==> src/rtl/lives_ctrl_pkg.sv <==
// Shared types and widths for the lives controller: FSM encoding,
// life-count width and frame-counter width.
package lives_ctrl_pkg;

   localparam int LIFE_W = 4;
   localparam int CNT_W  = 8;

   typedef enum logic [1:0] {
      ALIVE     = 2'd0,
      INVULN    = 2'd1,
      GAME_OVER = 2'd2
   } state_t;

endpackage

==> src/rtl/lives_ctrl_frame_tick.sv <==
// VGA frame tick: one-cycle pulse on a 0->1 transition of vsync.
// The delayed copy resets high so vsync already high at reset release is not a tick.
module frame_tick (
   input  logic pclk,
   input  logic rst,
   input  logic vsync_i,
   output logic tick_o
);

   logic vsync_dly_q;

   always_ff @(posedge pclk) begin
      if (rst) begin
         vsync_dly_q <= 1'b1;
      end else begin
         vsync_dly_q <= vsync_i;
      end
   end

   assign tick_o = vsync_i & ~vsync_dly_q;

endmodule

==> src/rtl/lives_ctrl.sv <==
// Ship lives controller: counts lost lives, runs the post-hit invulnerability
// window with sprite blinking, and flags game over. All outputs registered.
module lives_ctrl
   import lives_ctrl_pkg::*;
#(
   parameter int N_LIVES       = 3,
   parameter int INVULN_FRAMES = 120,
   parameter int BLINK_FRAMES  = 8
) (
   input  logic              pclk,
   input  logic              rst,
   input  logic              vsync_in,
   input  logic              hit,
   input  logic              restart,
   output logic [LIFE_W-1:0] dead_count,
   output logic              invuln,
   output logic              ship_visible,
   output logic              game_over
);

   localparam logic [LIFE_W-1:0] N_LIVES_C = LIFE_W'(N_LIVES);
   localparam logic [CNT_W-1:0]  INVULN_C  = CNT_W'(INVULN_FRAMES);
   localparam logic [CNT_W-1:0]  BLINK_C   = CNT_W'(BLINK_FRAMES);

   logic tick;

   state_t            state_q, state_d;
   logic [LIFE_W-1:0] dead_count_q, dead_count_d;
   logic [CNT_W-1:0]  frame_cnt_q, frame_cnt_d;
   logic [CNT_W-1:0]  blink_cnt_q, blink_cnt_d;
   logic              invuln_q, invuln_d;
   logic              visible_q, visible_d;
   logic              game_over_q, game_over_d;

   frame_tick u_frame_tick (
      .pclk    (pclk),
      .rst     (rst),
      .vsync_i (vsync_in),
      .tick_o  (tick)
   );

   always_comb begin
      state_d      = state_q;
      dead_count_d = dead_count_q;
      frame_cnt_d  = frame_cnt_q;
      blink_cnt_d  = blink_cnt_q;
      invuln_d     = invuln_q;
      visible_d    = visible_q;
      game_over_d  = game_over_q;

      if (restart) begin
         // Restart overrides everything, including a coincident hit.
         state_d      = ALIVE;
         dead_count_d = '0;
         frame_cnt_d  = '0;
         blink_cnt_d  = '0;
         invuln_d     = 1'b0;
         visible_d    = 1'b1;
         game_over_d  = 1'b0;
      end else begin
         case (state_q)
            ALIVE: begin
               invuln_d    = 1'b0;
               visible_d   = 1'b1;
               game_over_d = 1'b0;
               // A coincident frame tick is deliberately not applied here,
               // so the freshly loaded counters start at full length.
               if (hit && (dead_count_q < N_LIVES_C)) begin
                  dead_count_d = dead_count_q + LIFE_W'(1);
                  visible_d    = 1'b0;
                  if (dead_count_d == N_LIVES_C) begin
                     state_d     = GAME_OVER;
                     game_over_d = 1'b1;
                  end else begin
                     state_d     = INVULN;
                     invuln_d    = 1'b1;
                     frame_cnt_d = INVULN_C;
                     blink_cnt_d = BLINK_C;
                  end
               end
            end
            INVULN: begin
               invuln_d = 1'b1;
               if (tick) begin
                  if (frame_cnt_q <= CNT_W'(1)) begin
                     state_d     = ALIVE;
                     invuln_d    = 1'b0;
                     visible_d   = 1'b1;
                     frame_cnt_d = '0;
                     blink_cnt_d = '0;
                  end else begin
                     frame_cnt_d = frame_cnt_q - CNT_W'(1);
                     // Counter reaching zero this tick: toggle and reload.
                     if (blink_cnt_q <= CNT_W'(1)) begin
                        visible_d   = ~visible_q;
                        blink_cnt_d = BLINK_C;
                     end else begin
                        blink_cnt_d = blink_cnt_q - CNT_W'(1);
                     end
                  end
               end
            end
            GAME_OVER: begin
               dead_count_d = N_LIVES_C;
               invuln_d     = 1'b0;
               visible_d    = 1'b0;
               game_over_d  = 1'b1;
            end
            default: begin
               state_d = ALIVE;
            end
         endcase
      end
   end

   always_ff @(posedge pclk) begin
      if (rst) begin
         state_q      <= ALIVE;
         dead_count_q <= '0;
         frame_cnt_q  <= '0;
         blink_cnt_q  <= '0;
         invuln_q     <= 1'b0;
         visible_q    <= 1'b1;
         game_over_q  <= 1'b0;
      end else begin
         state_q      <= state_d;
         dead_count_q <= dead_count_d;
         frame_cnt_q  <= frame_cnt_d;
         blink_cnt_q  <= blink_cnt_d;
         invuln_q     <= invuln_d;
         visible_q    <= visible_d;
         game_over_q  <= game_over_d;
      end
   end

   assign dead_count   = dead_count_q;
   assign invuln       = invuln_q;
   assign ship_visible = visible_q;
   assign game_over    = game_over_q;

endmodule

==> config.mk <==
export PLATFORM = sky130hd
export DESIGN_NAME = lives_ctrl
export DESIGN_NICKNAME = d
export VERILOG_FILES = /design/src/rtl/lives_ctrl_pkg.sv /design/src/rtl/lives_ctrl_frame_tick.sv /design/src/rtl/lives_ctrl.sv
export SDC_FILE = /design/constraint.sdc
export NUM_CORES = 1
export LEC_CHECK = 0
export ABC_CLOCK_PERIOD_IN_PS = 2640
export CAP_MARGIN = 20
export CORE_ASPECT_RATIO = 1.25
export CORE_UTILIZATION = 35
export DETAILED_ROUTE_END_ITERATION = 8
export GPL_TIMING_DRIVEN = 1
export SLEW_MARGIN = 20
export SYNTH_ARGS = -nofsm -noshare
export SYNTH_HDL_FRONTEND = slang
export SYNTH_SLANG_ARGS = --single-unit
==> constraint.sdc <==
create_clock -name pclk -period 2.64 [get_ports pclk]
set_input_delay 0.528 -clock pclk [delete_from_list [all_inputs] [get_ports pclk]]
set_output_delay 0.528 -clock pclk [all_outputs]
set_load 0.03 [all_outputs]
==> results.md <==
Placement:
- Detailed placement finished with a half-perimeter wire length of 2.88 mm.
- Counting tap cells, the placed design contains a total of 267 instances.
- The final estimated routing congestion in global placement is 0.885.
- The count of buffers added on input and output ports is 11.

Route:
- Using the TritonRoute via totals, the vias-per-cell ratio works out to 5.66.
- The first detailed-routing pass ran for 4 iterations.
- The routed via count is 1529.
- The mean routed wirelength per cell is 14.6 um.
- The post-detailed-routing wire length is 3.94 mm.
- The first routing iteration left 76 violations.
- After detailed routing, the number of remaining DRC violations is 0.
- Once detail routing completed, the nets flagged for antenna violations numbered 0.

Clocking:
- The clock slew at the register clock pins of the worst setup and hold paths is 0.09 ns.
- The cell sitting at the root of the clock tree is a clkbuf_8.
- TritonCTS built the clock tree.
- The hold buffer count at cts is 0.
- The number of buffers on the longest clock path is 2.
- The clock insertion delay at the later pin of the skew report is 0.28 ns.
- CTS built an H-tree with a depth of 1.
- The post-cts sizing count is 0.
- The clock net in this run drives a total of 26 sinks.
- The count of buffers added by post-CTS timing repair for setup is 0.
- The number of buffers created by CTS is 3.

Setup path:
- The number of buffers and inverters on the critical path is 2.
- The largest fanout of any net on the critical path is 8.
- The type of destination of the critical path is a flip-flop.
- The critical path is of the input port to flip-flop type.
- At the worst endpoint, the arrival time is 2.45 ns.
- The worst register-to-register path ends at blink_cnt_q[1].
- STA puts the critical path data required time at 2.84 ns.
- Among cell families on the critical path, the largest total delay comes from simple AND/OR/NAND/NOR gates.
- The worst register-to-register path has a depth of 6.
- In this run the number of cells on the critical path is 6.
- The cell with the largest stage delay on the worst path is clkdlybuf4s50_1.
- The signal on the critical path passes through clkdlybuf4s50_1 -> or4b_4 -> buf_4 -> o22ai_4 -> nand4_1 -> o31ai_1.
- In this run the critical register-to-register path is launched from dead_count[0].
- The stage delay of the slowest cell on the critical path is 0.47 ns.
- The kind of start point of the critical path is an input port.
- The reg-to-reg setup timing slack is 0.42 ns.

Logic synthesis:
- The synthesized flop and latch total is 26.
- Of all flip-flops after synthesis, the portion carrying an async set or reset was 0%.
- The Yosys step of the flow raised 0 warnings.
- Of all cell types, the one taking the most synthesized area is dfxtp_1.
- The netlist area before placement is 1670 um2.
- Ranked by total cell area, the synthesized netlist is headed by dfxtp_1 31%, ha_1 7.5%, nand2_1 3.8%.
- The area share of the largest cell type after synthesis is 31.2%.
- Synthesis instantiated 55 different standard cells from the library.
- In the synthesized netlist, the number of instances is 196.
- The number of enable flip-flop cells after synthesis is 0.
- Among all flip-flop cells after synthesis, the most frequent one is dfxtp_1.
- The number of nets handed over by synthesis was 211.
- The average instance in the mapped netlist occupies 8.52 um2.
- The sequential fraction of the synthesis area is 31.2%.

Layout:
- Once layout is complete, the cells apart from fillers number 270.
- The top cell types in the final layout, fill and taps aside, are 26 x dfxtp_1, 17 x nand2_1, 15 x nor2_1.
- After the last flow step, the layout net total stands at 229.
- The number of antenna diodes in the final layout is 0.
- The area growth from synthesis to layout is 13.4%.
- The number of filler instances in the final layout is 473.
- The post-route netlist has 12.7% of its cells at a drive strength greater than 1.
- The most common cell after layout, fill and taps aside is dfxtp_1.

Global routing:
- The first-pass GRT wire length is 6.77 mm.
- After global routing the overflow that remains totals 0.
- The via count of the first global-routing pass was 1442.
- The maximum number of pins on one net before global-route repair is 21.
- The global-route usage over all layers is 16.8%.
- The initial antenna violation count is 0.

Power:
- The worst-case IR drop observed on VDD is 221 uV.
- Summed over all cells, the static leakage comes to 0.000751 uW.
- For this design the ratio of total power to cell area is 468 nW/um2.

Floorplan:
- The die is 63.8 um wide.
- The floorplan step defined a die boundary enclosing 5050 um2.
- For this configuration, the core starts out at a cell density of 37.1%.
- The initialized floorplan defines 27 standard-cell rows.
- 12 I/O pins were placed.
- The core region is 4490 um2.
- The height of the die is 79.2 um.

Worst hold path:
- The number of cells on the worst hold path is 2.
- The capture endpoint of the worst hold path is invuln.
- The hold path startpoint is invuln.
- The tightest min-delay check is of the flip-flop to flip-flop type.

Timing:
- The top achievable clock speed is 444 MHz.
- Measured against its own limit, the worst slew margin works out to 57.6%.
- The minimum period implied by the final worst setup slack is 2.25 ns.
- The pin slew with the least headroom to its limit is 0.630 ns.
- The final critical-path share of the clock period is 85.3%.
- Setup repair after global routing left no endpoint under its margin.
- The number of slew-limit violations in the final report is 0.
- The final setup TNS is 0 ns.
- The count of final hold-check violations is 0.
- The final setup violation count is 0.
- The worst-case clock skew is 0.00119 ns.

Run status:
- The run finished with clean final reports.

Flow run:
- The max-capacitance violation count is 0.
[logic make-up after synthesis]
logic type                 after synthesis  synth area share, %
and+or+nand+nor                         76                 24.4
AOI/OAI and AO/OA                       63                 28.9
DFF                                     26                 31.2
buffers and inverters                   20                 7.42
adders and majority gates               10                 7.50
muxes                                    1                0.600
[cell usage after synthesis, types with 4 or more instances]
| master | number |
|---|---|
| dfxtp_1 | 26 |
| nand2_1 | 17 |
| nor2_1 | 15 |
| a21oi_1 | 12 |
| inv_1 | 11 |
| ha_1 | 10 |
| nand4_1 | 7 |
| a311oi_1 | 6 |
| nand3_1 | 6 |
| nor3_1 | 5 |
| o22ai_1 | 5 |
| o31ai_1 | 5 |
| or3_1 | 5 |
| o32ai_1 | 4 |
[flip-flops by register name, summed over array words and instances (netlist names)]
register                  flops
dead_count                    4
game_over                     1
frame_cnt_q                   8
u_frame_tick.vsync_dly_q      1
invuln                        1
state_q                       2
ship_visible                  1
blink_cnt_q                   8
[worst register-to-register path, cell delays in order, from the launching register on]
cell and delay (ns):
dfxtp_1 0.38, ha_1 0.27, or4b_4 0.50, buf_4 0.17, o22ai_4 0.23, nand4_1 0.32, o31ai_1 0.28
[per-layer routing]
layer	share of wire, %	vias up	track usage (%)	wire length [um]
met5	0	-	0	0
met4	2.2	0	6.59	87
met3	2.1	10	2.59	83
met2	49	30	27.9	1940
met1	46	704	21.7	1820
li1	-	785	-	-
[metrics by stage]
| stage | power [uW] | cell area, um2 | hold slack, ns | util, % | setup WS [ns] |
|---|---|---|---|---|---|
| after global placement | 662 | 1850 | 0.442 | 41.2 | 0.110 |
| final | 885 | 1890 | 0.466 | 42.1 | 0.387 |
| after global routing | 938 | 1890 | 0.507 | 42.1 | 0.312 |
| after CTS | 891 | 1890 | 0.461 | 42.1 | 0.387 |
| after detailed placement | 662 | 1850 | 0.446 | 41.2 | 0.0983 |
| after floorplan | 599 | 1670 | 0.455 | - | 0.527 |
[power breakdown]
part / total [uW] / switching, uW / internal, uW
Sequential: 420 / 14.7 / 406
Combinational: 235 / 136 / 98.7
Clock: 230 / 127 / 103
Total: 885 / 278 / 607
[area by class of cell]
| cell class | count | area, um2 | share of cell area (%) |
|---|---|---|---|
| multi-input combinational | 150 | 1020 | 54.1 |
| sequential | 26 | 520 | 27.5 |
| timing repair buffer | 22 | 193 | 10.2 |
| tap | 58 | 72.6 | 3.83 |
| clock buffer | 3 | 41.3 | 2.18 |
| inverter | 11 | 41.3 | 2.18 |
[worst max-delay path by stage]
stage	startpoint	to	slack, ns
finish	hit	blink_cnt_q[1]	0.39
global route	dead_count[0]	blink_cnt_q[0]	0.31
CTS	hit	blink_cnt_q[0]	0.39
detailed placement	hit	blink_cnt_q[0]	0.1
global placement	hit	blink_cnt_q[0]	0.11
floorplan	dead_count[0]	frame_cnt_q[3]	0.53
No activity file was read; power rests on OpenSTA's default activity.
